===== src/rtl/alu_seq.sv =====
// alu_seq: multi-cycle ALU with valid/ready handshake, iterative MUL/DIVU.
// Define ALU_SEQ_OVERFLOW_EN to add the registered ovf output.
module alu_seq #(
  parameter int WIDTH = 32,
  parameter int CNT_W = 6
) (
  input  logic             clk,
  input  logic             rst_n,
  input  logic             in_valid,
  output logic             in_ready,
  input  logic [3:0]       alu_op,
  input  logic [WIDTH-1:0] op_a,
  input  logic [WIDTH-1:0] op_b,
  output logic             out_valid,
  input  logic             out_ready,
  output logic [WIDTH-1:0] result,
  output logic [WIDTH-1:0] result_hi,
`ifdef ALU_SEQ_OVERFLOW_EN
  output logic             ovf,
`endif
  output logic             zero
);
  localparam logic [3:0] OP_ADD = 4'b0010, OP_SUB = 4'b0110, OP_AND = 4'b0000, OP_OR = 4'b0001,
                         OP_NOR = 4'b1100, OP_SLT = 4'b0111, OP_MUL = 4'b1000, OP_DIVU = 4'b1001;
  localparam int M = WIDTH - 1;
  typedef enum logic [1:0] {IDLE, BUSY, DONE} state_t;
  state_t state, state_nx;
  logic [3:0] op;
  logic [WIDTH-1:0] b, hi, lo, sum, dif, s_res, s_hi, mul_hi, mul_lo, div_hi, div_lo, it_hi, it_lo, div_d;
  logic [WIDTH:0] mul_sum, div_t;
  logic [CNT_W-1:0] cnt;
  logic accept, is_iter, last, div_ge;
  assign accept  = in_valid && in_ready;
  assign is_iter = alu_op == OP_MUL || (alu_op == OP_DIVU && op_b != '0);
  assign last    = cnt == CNT_W'(WIDTH - 1);
  assign sum     = op_a + op_b;
  assign dif     = op_a - op_b;
  assign in_ready  = state == IDLE;
  assign out_valid = state == DONE;
  // Single-cycle ops; DIVU only lands here when the divisor is zero.
  always_comb begin
    s_res = alu_op == OP_ADD  ? sum :
            alu_op == OP_SUB  ? dif :
            alu_op == OP_AND  ? op_a & op_b :
            alu_op == OP_OR   ? op_a | op_b :
            alu_op == OP_NOR  ? ~(op_a | op_b) :
            alu_op == OP_SLT  ? WIDTH'($signed(op_a) < $signed(op_b)) :
            alu_op == OP_DIVU ? '1 : '0;
    s_hi  = alu_op == OP_DIVU ? op_a : '0;
  end
  // hi:lo is the shift-add product register for MUL and the remainder:quotient pair for DIVU.
  always_comb begin
    mul_sum = {1'b0, hi} + (lo[0] ? {1'b0, b} : '0);
    mul_hi  = mul_sum[WIDTH:1];
    mul_lo  = {mul_sum[0], lo[M:1]};
    div_t   = {hi, lo[M]};
    div_ge  = div_t >= {1'b0, b};
    div_d   = div_t[M:0] - b;
    div_hi  = div_ge ? div_d : div_t[M:0];
    div_lo  = {lo[M-1:0], div_ge};
    it_hi   = op == OP_MUL ? mul_hi : div_hi;
    it_lo   = op == OP_MUL ? mul_lo : div_lo;
  end
  always_comb begin
    state_nx = state;
    case (state)
      IDLE:    state_nx = accept ? (is_iter ? BUSY : DONE) : IDLE;
      BUSY:    state_nx = last ? DONE : BUSY;
      DONE:    state_nx = out_ready ? IDLE : DONE;
      default: state_nx = IDLE;
    endcase
  end
  always_ff @(posedge clk) begin
    if (!rst_n) begin
      state     <= IDLE;
      cnt       <= '0;
      op        <= '0;
      b         <= '0;
      hi        <= '0;
      lo        <= '0;
      result    <= '0;
      result_hi <= '0;
      zero      <= 1'b0;
`ifdef ALU_SEQ_OVERFLOW_EN
      ovf       <= 1'b0;
`endif
    end else begin
      state <= state_nx;
      if (accept) begin
        op  <= alu_op;
        b   <= op_b;
        hi  <= '0;
        lo  <= op_a;
        cnt <= '0;
        if (!is_iter) begin
          result    <= s_res;
          result_hi <= s_hi;
          zero      <= s_res == '0;
`ifdef ALU_SEQ_OVERFLOW_EN
          ovf       <= alu_op == OP_ADD ? (op_a[M] == op_b[M] && sum[M] != op_a[M]) :
                       alu_op == OP_SUB ? (op_a[M] != op_b[M] && dif[M] != op_a[M]) : 1'b0;
`endif
        end
      end
      if (state == BUSY) begin
        hi  <= it_hi;
        lo  <= it_lo;
        cnt <= cnt + CNT_W'(1);
        if (last) begin
          result    <= it_lo;
          result_hi <= it_hi;
          zero      <= it_lo == '0;
`ifdef ALU_SEQ_OVERFLOW_EN
          ovf       <= op == OP_MUL && it_hi != '0;
`endif
        end
      end
    end
  end
endmodule


===== config.mk =====
export PLATFORM = sky130hd
export DESIGN_NAME = alu_seq
export DESIGN_NICKNAME = d
export VERILOG_FILES = /design/src/rtl/alu_seq.sv
export SDC_FILE = /design/constraint.sdc
export NUM_CORES = 1
export LEC_CHECK = 0
export ABC_CLOCK_PERIOD_IN_PS = 8900
export BUFFER_PORTS_ARGS = -buffer_cell sky130_fd_sc_hd__buf_4
export CELL_PAD_IN_SITES_DETAIL_PLACEMENT = 1
export CELL_PAD_IN_SITES_GLOBAL_PLACEMENT = 1
export CORE_MARGIN = 3
export CORE_UTILIZATION = 49
export CTS_BUF_LIST = sky130_fd_sc_hd__clkbuf_16
export DETAILED_ROUTE_END_ITERATION = 6
export PLACE_DENSITY_LB_ADDON = 0.15
export SETUP_SLACK_MARGIN = 0.5
export SLEW_MARGIN = 0
export SYNTH_ARGS = -nofsm -noshare
export SYNTH_HDL_FRONTEND = slang
export SYNTH_SLANG_ARGS = --single-unit

===== constraint.sdc =====
create_clock -name clk -period 8.9 [get_ports clk]
set_input_delay 0.89 -clock clk [delete_from_list [all_inputs] [get_ports clk]]
set_output_delay 0.89 -clock clk [all_outputs]
set_load 0.05 [all_outputs]

==> impl_metrics.toml <==
[logic_synthesis]
ys_seq_elements = 173
ys_seq_area_frac = 0.206
synth-edff-count = 0
async_reset_ff_frac = 0
avgSynthCellArea_um2 = 7.21
synth_area_um2 = 16800
ys.flop_type = "dfxtp_1"
synth_cell_type_count = 80
ys_warn_count = 0
synthCells = 2332
synth_nets = 2569

[setup_path]
cpMaxStageDelayCell = "o21ai_1"
worstPathCellList = "buf_4 > ha_1 > fa_1 > a211oi_1 > o41ai_2 > o21ai_1 > o21ai_1 > a2111o_1 > nand2_1 > a31oi_1 > or3b_1 > nor4_1 > nand4_1 > o31ai_2"
end_kind = "flip-flop"
crit_family = "compound AO/OA/AOI/OAI gates"
arrival_ps = 4980
setup.worst_path.class = "input pin to flip-flop"
cp-start-kind = "input pin"
critPathBufInv = 1
crit_required_ps = 9270
cpMostUsedCell = "o21ai_1"
critical_path.max_fanout = 6
slowest_delay_ps = 620

[cts]
clk_latency_ps = 450
cts_max_path_buffers = 2
cts.repair.resized = 0
postCtsSetupBuffers = 0
htree_levels = 4
cts_tree = "done"
clk_pin_slew_ps = 70
clockRootBuffer = "clkbuf_16"
cts.sinks = 173
cts_hold_buf = 0
cts_buffers = 17

[sta]
worst_pin_slew_ps = 1170
skew_ps = 12.1
setup_viol = 0
hold_violations = 0
rsz0062_at_grt = "no"
slew_headroom = 0.220
post-route-period-util = 0.518
report.final.slew_viol_count = 0
setup_ws_ps = 4290
fin_crit_ps = 4610
tns_ps = 0
fmax_ghz = 0.217

[cells_and_area]
nNetsFinal = 2601
fillers = 4392
diodes = 0
areaGrowthSynthToFinish_pct = 11.0
finish.utilization = 0.553
drive_above_1_share = 0.0943
multi_input_area_um2 = 12300
fin_area_um2 = 18700
regArea_um2 = 3460

[placement]
hpwl_um = 53600
portBuffers = 138
gp_congestion = 0.975
dp_slack_ps = 4030
post_dp_cell_area_um2 = 18100

[worst_hold_path]
hp-class = "flip-flop to flip-flop"

[floorplanning]
fp-row-count = 67
io_pins = 139
dieArea_um2 = 36600
coreArea_um2 = 33700
start_util = 0.499
die_w_um = 191
die_h_um = 191

[grt]
grt.total_usage = 0.386
antenna_found_initial = 0
grt_overflow_total = 0
grt_max_degree = 75
grt_pass1_vias = 19200
grt_pass1_wl_um = 111000

[route]
drtIter0Drc = 1786
dr_total_vias = 19200
postRouteAntennaNets = 0
avgRoutedWirePerCell_um = 25.7
firstDrtPassIters = 5
route.detailed.drc = 0
wirelength_um = 72600
avgViaCountPerCell = 6.79

[job]
cap_violations = 0

[power_and_ir_drop]
power_density_nw_per_um2 = 135
max-vdd-ir-drop_v = 0.000161
p_leak_nw = 7.95
finalPower_mw = 2.52

[status]
status = "completed"
stage by stage:
step	std cells	hold slack, ps
after global routing	2823	505
after floorplan	2332	440
after global placement	2793	461
after CTS	2823	486
after detailed placement	2793	460
final	2823	488
area by class of cell:
cell class	instances	area share
inverter	153	0.0309
clock buffer	17	0.0228
sequential	173	0.186
tap	448	0.0301
timing repair buffer	163	0.0656
clock inverter	13	0.00805
multi-input combinational	1856	0.657
worst register-to-register path, cell delays in order, from the launching register on:
cell      delay (ps)
dfxtp_1          330
buf_4            230
and2_1           200
ha_1             220
fa_1             430
a21o_1           220
a21oi_1          390
o21ai_1          200
a21oi_1          480
o31a_1           270
o221ai_1         200
o311ai_1         620
a21oi_1          210
o22ai_1          270
a211oi_1         120
layout by cell type, fill, tap and decap left out, drive strengths merged, types with 12 or more instances in the layout:
| master | n |
|---|---|
| a21oi | 249 |
| nor2 | 238 |
| nand2 | 212 |
| dfxtp | 173 |
| buf | 163 |
| ha | 161 |
| inv | 153 |
| o21ai | 91 |
| a221oi | 69 |
| a211oi | 56 |
| nor3 | 54 |
| and2 | 53 |
| a21o | 46 |
| mux2i | 43 |
| xnor2 | 43 |
| nor2b | 43 |
| nand3 | 41 |
| a31oi | 37 |
| nand4 | 28 |
| o211ai | 26 |
| o21a | 25 |
| or3 | 23 |
| o22ai | 22 |
| nor4 | 20 |
| o21bai | 20 |
| and3 | 19 |
| a22o | 19 |
| o31ai | 18 |
| clkbuf | 17 |
| xor2 | 15 |
| nand2b | 15 |
| a2111oi | 12 |
| a211o | 12 |
| nor3b | 12 |
final timing paths:
kind,from,endpoint,slack [ps],depth (start not counted)
setup / recovery,op_b[0],zero,4290,14
hold reg to reg,b[31],b[31],490,2
hold / removal,b[31],b[31],490,2
setup reg to reg,lo[0],result_hi[31],4360,14
cells in the mapped netlist, types with 6 or more instances:
master       n  area (µm²)
o311a_1      7        70.1
o211a_1      8        80.1
and3_1      19         119
a21o_1      46         345
o21ai_1     30         150
nor4_1      20         125
o21bai_1    20         150
ha_1       161        2010
nor2_1     238         893
a221oi_1    69         604
o21a_1      25         188
a2111oi_0   12         105
a211o_1     12         105
nand2b_1    15        93.8
a221o_1      7        70.1
a22oi_1      9        67.6
a21oi_1    249        1250
o211ai_1    26         195
mux2i_1     43         430
and2_1      51         319
nand3_1     41         205
inv_1      144         541
a31oi_1     37         231
o22ai_1     22         138
a211oi_1    56         420
buf_1        9        33.8
nor2b_1     43         269
a22o_1      19         166
or3_1       23         144
nor3_1      54         270
o21ai_0     61         305
dfxtp_1    173        3460
clkbuf_1   139         522
o31ai_1     17         128
xnor2_1     43         377
inv_2        6        22.5
nand4_1     28         175
a311oi_1     9        78.8
xor2_1      15         131
nand2_1    212         796
nor3b_1     12        90.1
per-layer routing:
metal	share of wire	global-route usage	vias up
met3	0.078	0.0504	238
met5	0	0	-
met1	0.41	0.493	9369
li1	-	-	8585
met4	0.056	0.193	0
met2	0.45	0.639	969
sequential cells by signal, summed over array words and instances, names as in the netlist:
name,cells
b,32
hi,32
lo,32
result,32
result_hi,32
cnt,6
op,4
state,2
zero,1
where the power goes:
group	switching, mW	internal [mW]	total, mW
clock network	0.336	0.435	0.771
logic	0.601	0.296	0.897
registers	0.0379	0.810	0.848
cells by family (layout without fill, tap and decap cells):
group                      Yosys count  count (layout)  share of synthesized area
DFF                                173             173                      0.206
adders and majority gates          165             165                      0.125
AOI/OAI and AO/OA                  804             804                      0.323
buffers and inverters              303             346                     0.0678
xor gates and xnor gates            58              58                     0.0302
and+or+nand+nor                    784             784                      0.221
muxes                               45              45                     0.0270
No activity file was read; power rests on OpenSTA's default activity.
